--- config.mk ---
export PLATFORM = sky130hd
export DESIGN_NAME = weight_packer
export DESIGN_NICKNAME = d
export VERILOG_FILES = /design/src/rtl/weight_packer.sv
export SDC_FILE = /design/constraint.sdc
export NUM_CORES = 1
export LEC_CHECK = 0
export ABC_AREA = 0
export BUFFER_PORTS_ARGS = -buffer_cell sky130_fd_sc_hd__buf_2
export CAP_MARGIN = 30
export CORE_ASPECT_RATIO = 0.8
export CORE_MARGIN = 3
export CORE_UTILIZATION = 36
export CTS_CLUSTER_DIAMETER = 50
export DETAILED_ROUTE_END_ITERATION = 12
export PLACE_DENSITY = 0.62
export SLEW_MARGIN = 5
export SYNTH_ARGS = -nofsm -noshare
export SYNTH_HDL_FRONTEND = slang
export SYNTH_SLANG_ARGS = --single-unit
--- constraint.sdc ---
create_clock -name clk -period 3.3 [get_ports clk]
set_clock_uncertainty 0.05 [all_clocks]
set_input_delay 0.495 -clock clk [delete_from_list [all_inputs] [get_ports clk]]
set_output_delay 0.495 -clock clk [all_outputs]
set_load 0.05 [all_outputs]
--- src/rtl/weight_packer.sv ---
// weight_packer: transmit side of the weight-buffer load interface.
// Accepts one filter row per handshake (up to MAX_FILTER weights, MSB-aligned)
// and emits the OUTPUT_WIDTH-bit word stream the weight buffer consumes.
// Full-width rows (S = MAX_FILTER) are packed as one contiguous MSB-first
// bitstream with the final word zero-padded; narrower rows take one word each.
//
// Ports:
//   clk, rst_n          clock (rising edge), asynchronous active-low reset
//   start               one-cycle pulse, latches param_r/param_s in IDLE
//   param_r, param_s    filter height / width, legal range 1..MAX_FILTER
//   in_valid/in_ready   row handshake, in_row carries the row
//   out_valid/out_ready word handshake, out_data carries the word
//   out_last            marks the final word of the filter
//   busy                packer is not idle
//   done                one-cycle pulse after the last word handshake
//   cfg_err             one-cycle pulse when start carries illegal params
//
// state | meaning
// IDLE  | waiting for start
// PACK  | accepting rows and emitting full words
// FLUSH | all rows taken, emitting the zero-padded final partial word
module weight_packer #(
    parameter  int WEIGHT_WIDTH = 8,
    parameter  int MAX_FILTER   = 5,
    parameter  int OUTPUT_WIDTH = 32,
    localparam int ROW_WIDTH    = WEIGHT_WIDTH * MAX_FILTER
) (
    input  logic                    clk,
    input  logic                    rst_n,
    input  logic                    start,
    input  logic [3:0]              param_r,
    input  logic [3:0]              param_s,
    input  logic                    in_valid,
    output logic                    in_ready,
    input  logic [ROW_WIDTH-1:0]    in_row,
    output logic                    out_valid,
    input  logic                    out_ready,
    output logic [OUTPUT_WIDTH-1:0] out_data,
    output logic                    out_last,
    output logic                    busy,
    output logic                    done,
    output logic                    cfg_err
);

    localparam int ACC_WIDTH = ROW_WIDTH + OUTPUT_WIDTH;
    localparam int CNT_W     = $clog2(ACC_WIDTH + 1);

    typedef enum logic [1:0] {IDLE, PACK, FLUSH} state_t;

    state_t               state;
    logic [ACC_WIDTH-1:0] acc;
    logic [CNT_W-1:0]     cnt;
    logic [3:0]           rows_acc;
    logic [3:0]           r_lat;
    logic [3:0]           s_lat;

    logic [ACC_WIDTH-1:0]    row_ext;
    logic [ACC_WIDTH-1:0]    row_placed;
    logic [CNT_W-1:0]        row_bits;
    logic [OUTPUT_WIDTH-1:0] short_mask;
    int                      mask_sh;
    logic                    all_rows;
    logic                    params_ok;
    logic                    in_hs;
    logic                    out_hs;

    // Row left-justified in the accumulator width, then shifted down to sit
    // directly below the bits already held.
    always_comb begin
        row_ext    = '0;
        row_bits   = CNT_W'(OUTPUT_WIDTH);
        mask_sh    = OUTPUT_WIDTH - int'(s_lat) * WEIGHT_WIDTH;
        short_mask = {OUTPUT_WIDTH{1'b1}} << mask_sh;
        if (s_lat == 4'(MAX_FILTER)) begin
            row_ext[ACC_WIDTH-1 -: ROW_WIDTH] = in_row;
            row_bits = CNT_W'(ROW_WIDTH);
        end else begin
            row_ext[ACC_WIDTH-1 -: OUTPUT_WIDTH] = in_row[ROW_WIDTH-1 -: OUTPUT_WIDTH] & short_mask;
        end
        row_placed = row_ext >> cnt;
    end

    assign all_rows  = (rows_acc == r_lat);
    assign params_ok = (param_r >= 4'd1) && (param_r <= 4'(MAX_FILTER)) &&
                       (param_s >= 4'd1) && (param_s <= 4'(MAX_FILTER));

    // Handshake outputs depend on registered state only.
    assign in_ready  = (state == PACK) && (rows_acc < r_lat) && (cnt < CNT_W'(OUTPUT_WIDTH));
    assign out_valid = (cnt >= CNT_W'(OUTPUT_WIDTH)) || (state == FLUSH);
    // In PACK the last word is the one that drains the accumulator exactly.
    assign out_last  = (state == FLUSH) ||
                       ((state == PACK) && all_rows && (cnt == CNT_W'(OUTPUT_WIDTH)));
    assign out_data  = out_valid ? acc[ACC_WIDTH-1 -: OUTPUT_WIDTH] : '0;
    assign busy      = (state != IDLE);

    assign in_hs  = in_valid && in_ready;
    assign out_hs = out_valid && out_ready;

    always_ff @(posedge clk or negedge rst_n) begin
        if (!rst_n) begin
            state    <= IDLE;
            acc      <= '0;
            cnt      <= '0;
            rows_acc <= '0;
            r_lat    <= '0;
            s_lat    <= '0;
            done     <= 1'b0;
            cfg_err  <= 1'b0;
        end else begin
            done    <= 1'b0;
            cfg_err <= 1'b0;
            case (state)
                IDLE: begin
                    if (start) begin
                        if (params_ok) begin
                            r_lat    <= param_r;
                            s_lat    <= param_s;
                            acc      <= '0;
                            cnt      <= '0;
                            rows_acc <= '0;
                            state    <= PACK;
                        end else begin
                            cfg_err <= 1'b1;
                        end
                    end
                end
                PACK: begin
                    if (in_hs) begin
                        acc      <= acc | row_placed;
                        cnt      <= cnt + row_bits;
                        rows_acc <= rows_acc + 4'd1;
                    end else if (out_hs) begin
                        acc <= acc << OUTPUT_WIDTH;
                        cnt <= cnt - CNT_W'(OUTPUT_WIDTH);
                        if (out_last) begin
                            state <= IDLE;
                            done  <= 1'b1;
                        end
                    end else if (all_rows && (cnt != '0) && (cnt < CNT_W'(OUTPUT_WIDTH))) begin
                        state <= FLUSH;
                    end
                end
                FLUSH: begin
                    // Bits below cnt are already zero, so the top word is padded.
                    if (out_ready) begin
                        acc   <= '0;
                        cnt   <= '0;
                        state <= IDLE;
                        done  <= 1'b1;
                    end
                end
                default: state <= IDLE;
            endcase
        end
    end

endmodule

==> impl_metrics.prom <==
# TYPE chip_impl_metric gauge
chip_impl_metric{name="die_h",unit="um"} 122
chip_impl_metric{name="final-max-slew-violation-count",unit=""} 0
chip_impl_info{name="clk_root_buffer_cell",value="sky130_fd_sc_hd__clkbuf_16"} 1
chip_impl_metric{name="internal_power",unit="mW"} 3.42
chip_impl_metric{name="yosys.cell_types.count",unit=""} 62
chip_impl_metric{name="cp.required",unit="ns"} 2.75
chip_impl_metric{name="finalWirelength",unit="mm"} 21.5
chip_impl_metric{name="cts_sinks",unit=""} 92
chip_impl_info{name="layout_commonest_cell",value="sky130_fd_sc_hd__dfrtp_1"} 1
chip_impl_metric{name="fin_crit",unit="ns"} 3.08
chip_impl_metric{name="drc",unit=""} 0
chip_impl_metric{name="synth_edf_count",unit=""} 0
chip_impl_metric{name="power.share.clock",unit="%"} 14.9
chip_impl_metric{name="ant_diodes",unit=""} 0
chip_impl_metric{name="syn-cell-area",unit="sq mm"} 0.00607
chip_impl_metric{name="io_buffers",unit=""} 90
chip_impl_metric{name="report.final.hold_viol_count",unit=""} 0
chip_impl_metric{name="fin_total_pwr",unit="mW"} 7.21
chip_impl_metric{name="maximum_buffer_depth_of_the_clock_tree",unit=""} 2
chip_impl_metric{name="grt_antenna_before_repair",unit=""} 0
chip_impl_metric{name="clk_pin_slew_worst_paths",unit="ns"} 0.07
chip_impl_metric{name="comb_power_share",unit="%"} 64.0
chip_impl_metric{name="cts_setup_buffers",unit=""} 0
chip_impl_metric{name="power_per_cell_area",unit="mW/mm^2"} 1010
chip_impl_info{name="netlist_top_cells_area",value="sky130_fd_sc_hd__dfrtp_1 (38%), sky130_fd_sc_hd__a22oi_1 (4.8%), sky130_fd_sc_hd__nor2_1 (4.2%)"} 1
chip_impl_info{name="critPathSlowestCell",value="sky130_fd_sc_hd__or3b_2"} 1
chip_impl_metric{name="global_route_wire_length_before_repair",unit="mm"} 33.6
chip_impl_metric{name="max_cap_viol_count",unit=""} 0
chip_impl_metric{name="synth_nets",unit=""} 761
chip_impl_metric{name="p_leak",unit="nW"} 3.31
chip_impl_metric{name="dieArea",unit="sq mm"} 0.0185
chip_impl_metric{name="post_drt_via_cell_ratio",unit=""} 6.10
chip_impl_info{name="synth-main-ff-cell",value="sky130_fd_sc_hd__dfrtp_1"} 1
chip_impl_info{name="run_status",value="completed"} 1
chip_impl_metric{name="finalInstanceArea",unit="sq mm"} 0.00715
chip_impl_metric{name="total_switching_power",unit="mW"} 3.79
chip_impl_metric{name="max_freq",unit="GHz"} 0.325
chip_impl_metric{name="detailedRoute.firstIterationViolations",unit=""} 757
chip_impl_metric{name="tns",unit="ns"} 0
chip_impl_metric{name="drt_pre_antenna_iters",unit=""} 6
chip_impl_metric{name="synth_top_area_share",unit="%"} 37.9
chip_impl_info{name="type_of_the_setup_path_with_the_least_slack",value="flip-flop to output port"} 1
chip_impl_info{name="clock_tree_from_tritoncts",value="done"} 1
chip_impl_metric{name="layout_setup_ws",unit="ns"} 0.225
chip_impl_metric{name="cts_made_buffers",unit=""} 9
chip_impl_metric{name="cp_num_buf_inv",unit=""} 3
chip_impl_metric{name="p_seq_share",unit="%"} 21.1
chip_impl_info{name="unrepaired_setup_endpoints_after_global_routing",value="no"} 1
chip_impl_info{name="hold_class",value="input pin to async pin"} 1
chip_impl_metric{name="detailed_place_hpwl",unit="mm"} 15.9
chip_impl_metric{name="vias_after_detailed_routing",unit=""} 6107
chip_impl_metric{name="die-width",unit="um"} 151
chip_impl_metric{name="timing.slew.headroom",unit="%"} 39.4
chip_impl_metric{name="overflow",unit=""} 0
chip_impl_metric{name="cts_repair_resize_count",unit=""} 0
chip_impl_info{name="critical_path.top_delay_family",value="simple AND/OR/NAND/NOR gates"} 1
chip_impl_metric{name="layout_worst_path_cycle_share",unit="%"} 93.2
chip_impl_metric{name="setup_violations",unit=""} 0
chip_impl_metric{name="cp.arrival",unit="ns"} 2.53
chip_impl_metric{name="cts-hold-fix-buffers",unit=""} 0
chip_impl_metric{name="detail-route-antenna-nets",unit=""} 0
chip_impl_info{name="netlist.top_cell.by_area",value="sky130_fd_sc_hd__dfrtp_1"} 1
chip_impl_info{name="top_library_cells_by_usage_in_the_layout_fill_and_taps_aside",value="sky130_fd_sc_hd__dfrtp_1 (92), sky130_fd_sc_hd__buf_2 (90), sky130_fd_sc_hd__nor2_1 (68)"} 1
chip_impl_metric{name="area_growth_syn_to_layout",unit="%"} 17.8
chip_impl_metric{name="synthesis.yosys.warnings",unit=""} 0
chip_impl_metric{name="rows",unit=""} 41
chip_impl_info{name="critical_path_source_type",value="flip-flop"} 1
chip_impl_metric{name="floorplan.io_pins",unit=""} 91
chip_impl_metric{name="synth_async_sr_flop_share",unit="%"} 100
chip_impl_metric{name="place_area",unit="sq mm"} 0.00685
chip_impl_metric{name="grtUsageTotal",unit="%"} 23.8
chip_impl_metric{name="drive_gt1_share",unit="%"} 22.9
chip_impl_metric{name="finalWeightedCongestion",unit=""} 0.998
chip_impl_metric{name="clock_tree.htree_level_count",unit=""} 3
chip_impl_metric{name="syn_area_per_cell",unit="sq um"} 8.75
chip_impl_metric{name="timing.critical_path.slowest_cell_delay",unit="ns"} 0.65
chip_impl_metric{name="fin_worst_hold_slack",unit="ns"} 0.130
chip_impl_metric{name="core_area",unit="sq mm"} 0.0162
chip_impl_metric{name="critical_path_peak_fanout",unit=""} 22
chip_impl_metric{name="post_synth_inst_count",unit=""} 694
chip_impl_metric{name="clk-insertion-delay-late",unit="ns"} 0.36
chip_impl_metric{name="worst-slew-pin-transition",unit="ns"} 0.906
chip_impl_metric{name="dp_slack",unit="ns"} 0.350
chip_impl_metric{name="final_net_count",unit=""} 848
chip_impl_metric{name="max_ir_drop_vdd",unit="mV"} 0.692
chip_impl_metric{name="synth_seq_area_share",unit="%"} 37.9
chip_impl_info{name="critical_path.endpoint_type",value="output port"} 1
chip_impl_info{name="cp_cell_sequence",value="inv_1 -> ha_1 -> or3b_2 -> buf_12 -> and2_1 -> buf_2"} 1
chip_impl_metric{name="power.switching_fraction",unit="%"} 52.6
chip_impl_metric{name="wire_per_inst",unit="um"} 21.4
chip_impl_metric{name="yosys_register_bits",unit=""} 92
chip_impl_metric{name="number_of_global_route_vias_before_repair",unit=""} 5734
chip_impl_metric{name="grt_start_max_net_pins",unit=""} 64
chip_impl_metric{name="effective_utilization_at_floorplan",unit="%"} 37.6
power by group through the flow:
| stage | combinational, mW | sequential (mW) | clock (mW) |
|---|---|---|---|
| after floorplan | 3.13 | 1.49 | 0 |
| after global placement | 4.49 | 1.54 | 0 |
| after detailed placement | 4.52 | 1.54 | 0 |
| after CTS | 4.55 | 1.52 | 1.09 |
| after global routing | 5.04 | 1.55 | 1.13 |
| final | 4.61 | 1.52 | 1.07 |
worst paths after layout:
path	start	endpoint	slack [ns]	cells after the start
max in group asynchronous	rst_n	acc[17]	2.39	2
setup reg to reg	cnt[6]	acc[60]	0.40	9
min in group clk	param_r[0]	r_lat[0]	0.34	2
setup / recovery	cnt[6]	out_data[3]	0.22	6
hold reg to reg	acc[58]	acc[58]	0.41	2
hold / removal	rst_n	acc[65]	0.13	1
through the flow:
stage,cells,utilization [%]
floorplan,694,-
global route,1001,44.3
detailed placement,985,42.4
CTS,1001,44.3
global placement,984,42.4
finish,1001,44.3
sequential cells by signal, indices dropped and copies added (netlist names):
signal and flops:
s_lat 4, rows_acc 4, done 1, state 2, r_lat 4, cfg_err 1
cnt 4, acc 72
kinds of logic after synthesis:
group,synth area share (%)
AO/OA/AOI/OAI,31.5
AND/OR/NAND/NOR,18.7
flip-flops,37.9
buffers and inverters,4.62
multiplexers,4.35
adder cells (fa/ha/maj),2.88
routing by layer:
metal / global-route usage [%] / part of all wire [%]
met2: 32.3 / 41
met4: 5.38 / 1.3
met1: 36.8 / 46
met3: 6.95 / 12
met5: 0 / 0
cell type report:
cell class                 instances  area, sq um
inverter                          21         78.8
clock inverter                     6         63.8
clock buffer                      10          239
tap                              215          269
multi-input combinational        536         3490
fill                            1639         9010
sequential                        92         2300
timing repair buffer             121          708
cell usage after synthesis, types with 14 or more instances:
master and number:
sky130_fd_sc_hd__a22oi_1 39, sky130_fd_sc_hd__nor2_1 68, sky130_fd_sc_hd__nor3_1 24, sky130_fd_sc_hd__and2_1 34, sky130_fd_sc_hd__dfrtp_1 92, sky130_fd_sc_hd__clkbuf_1 28
sky130_fd_sc_hd__o21ai_0 45, sky130_fd_sc_hd__a31oi_1 15, sky130_fd_sc_hd__ha_1 14, sky130_fd_sc_hd__inv_1 21, sky130_fd_sc_hd__a21oi_1 33, sky130_fd_sc_hd__mux2_2 19
sky130_fd_sc_hd__a21o_1 22, sky130_fd_sc_hd__nand2_1 47, sky130_fd_sc_hd__a22o_1 19, sky130_fd_sc_hd__nand3_1 16
No activity file was read; power rests on OpenSTA's default activity.
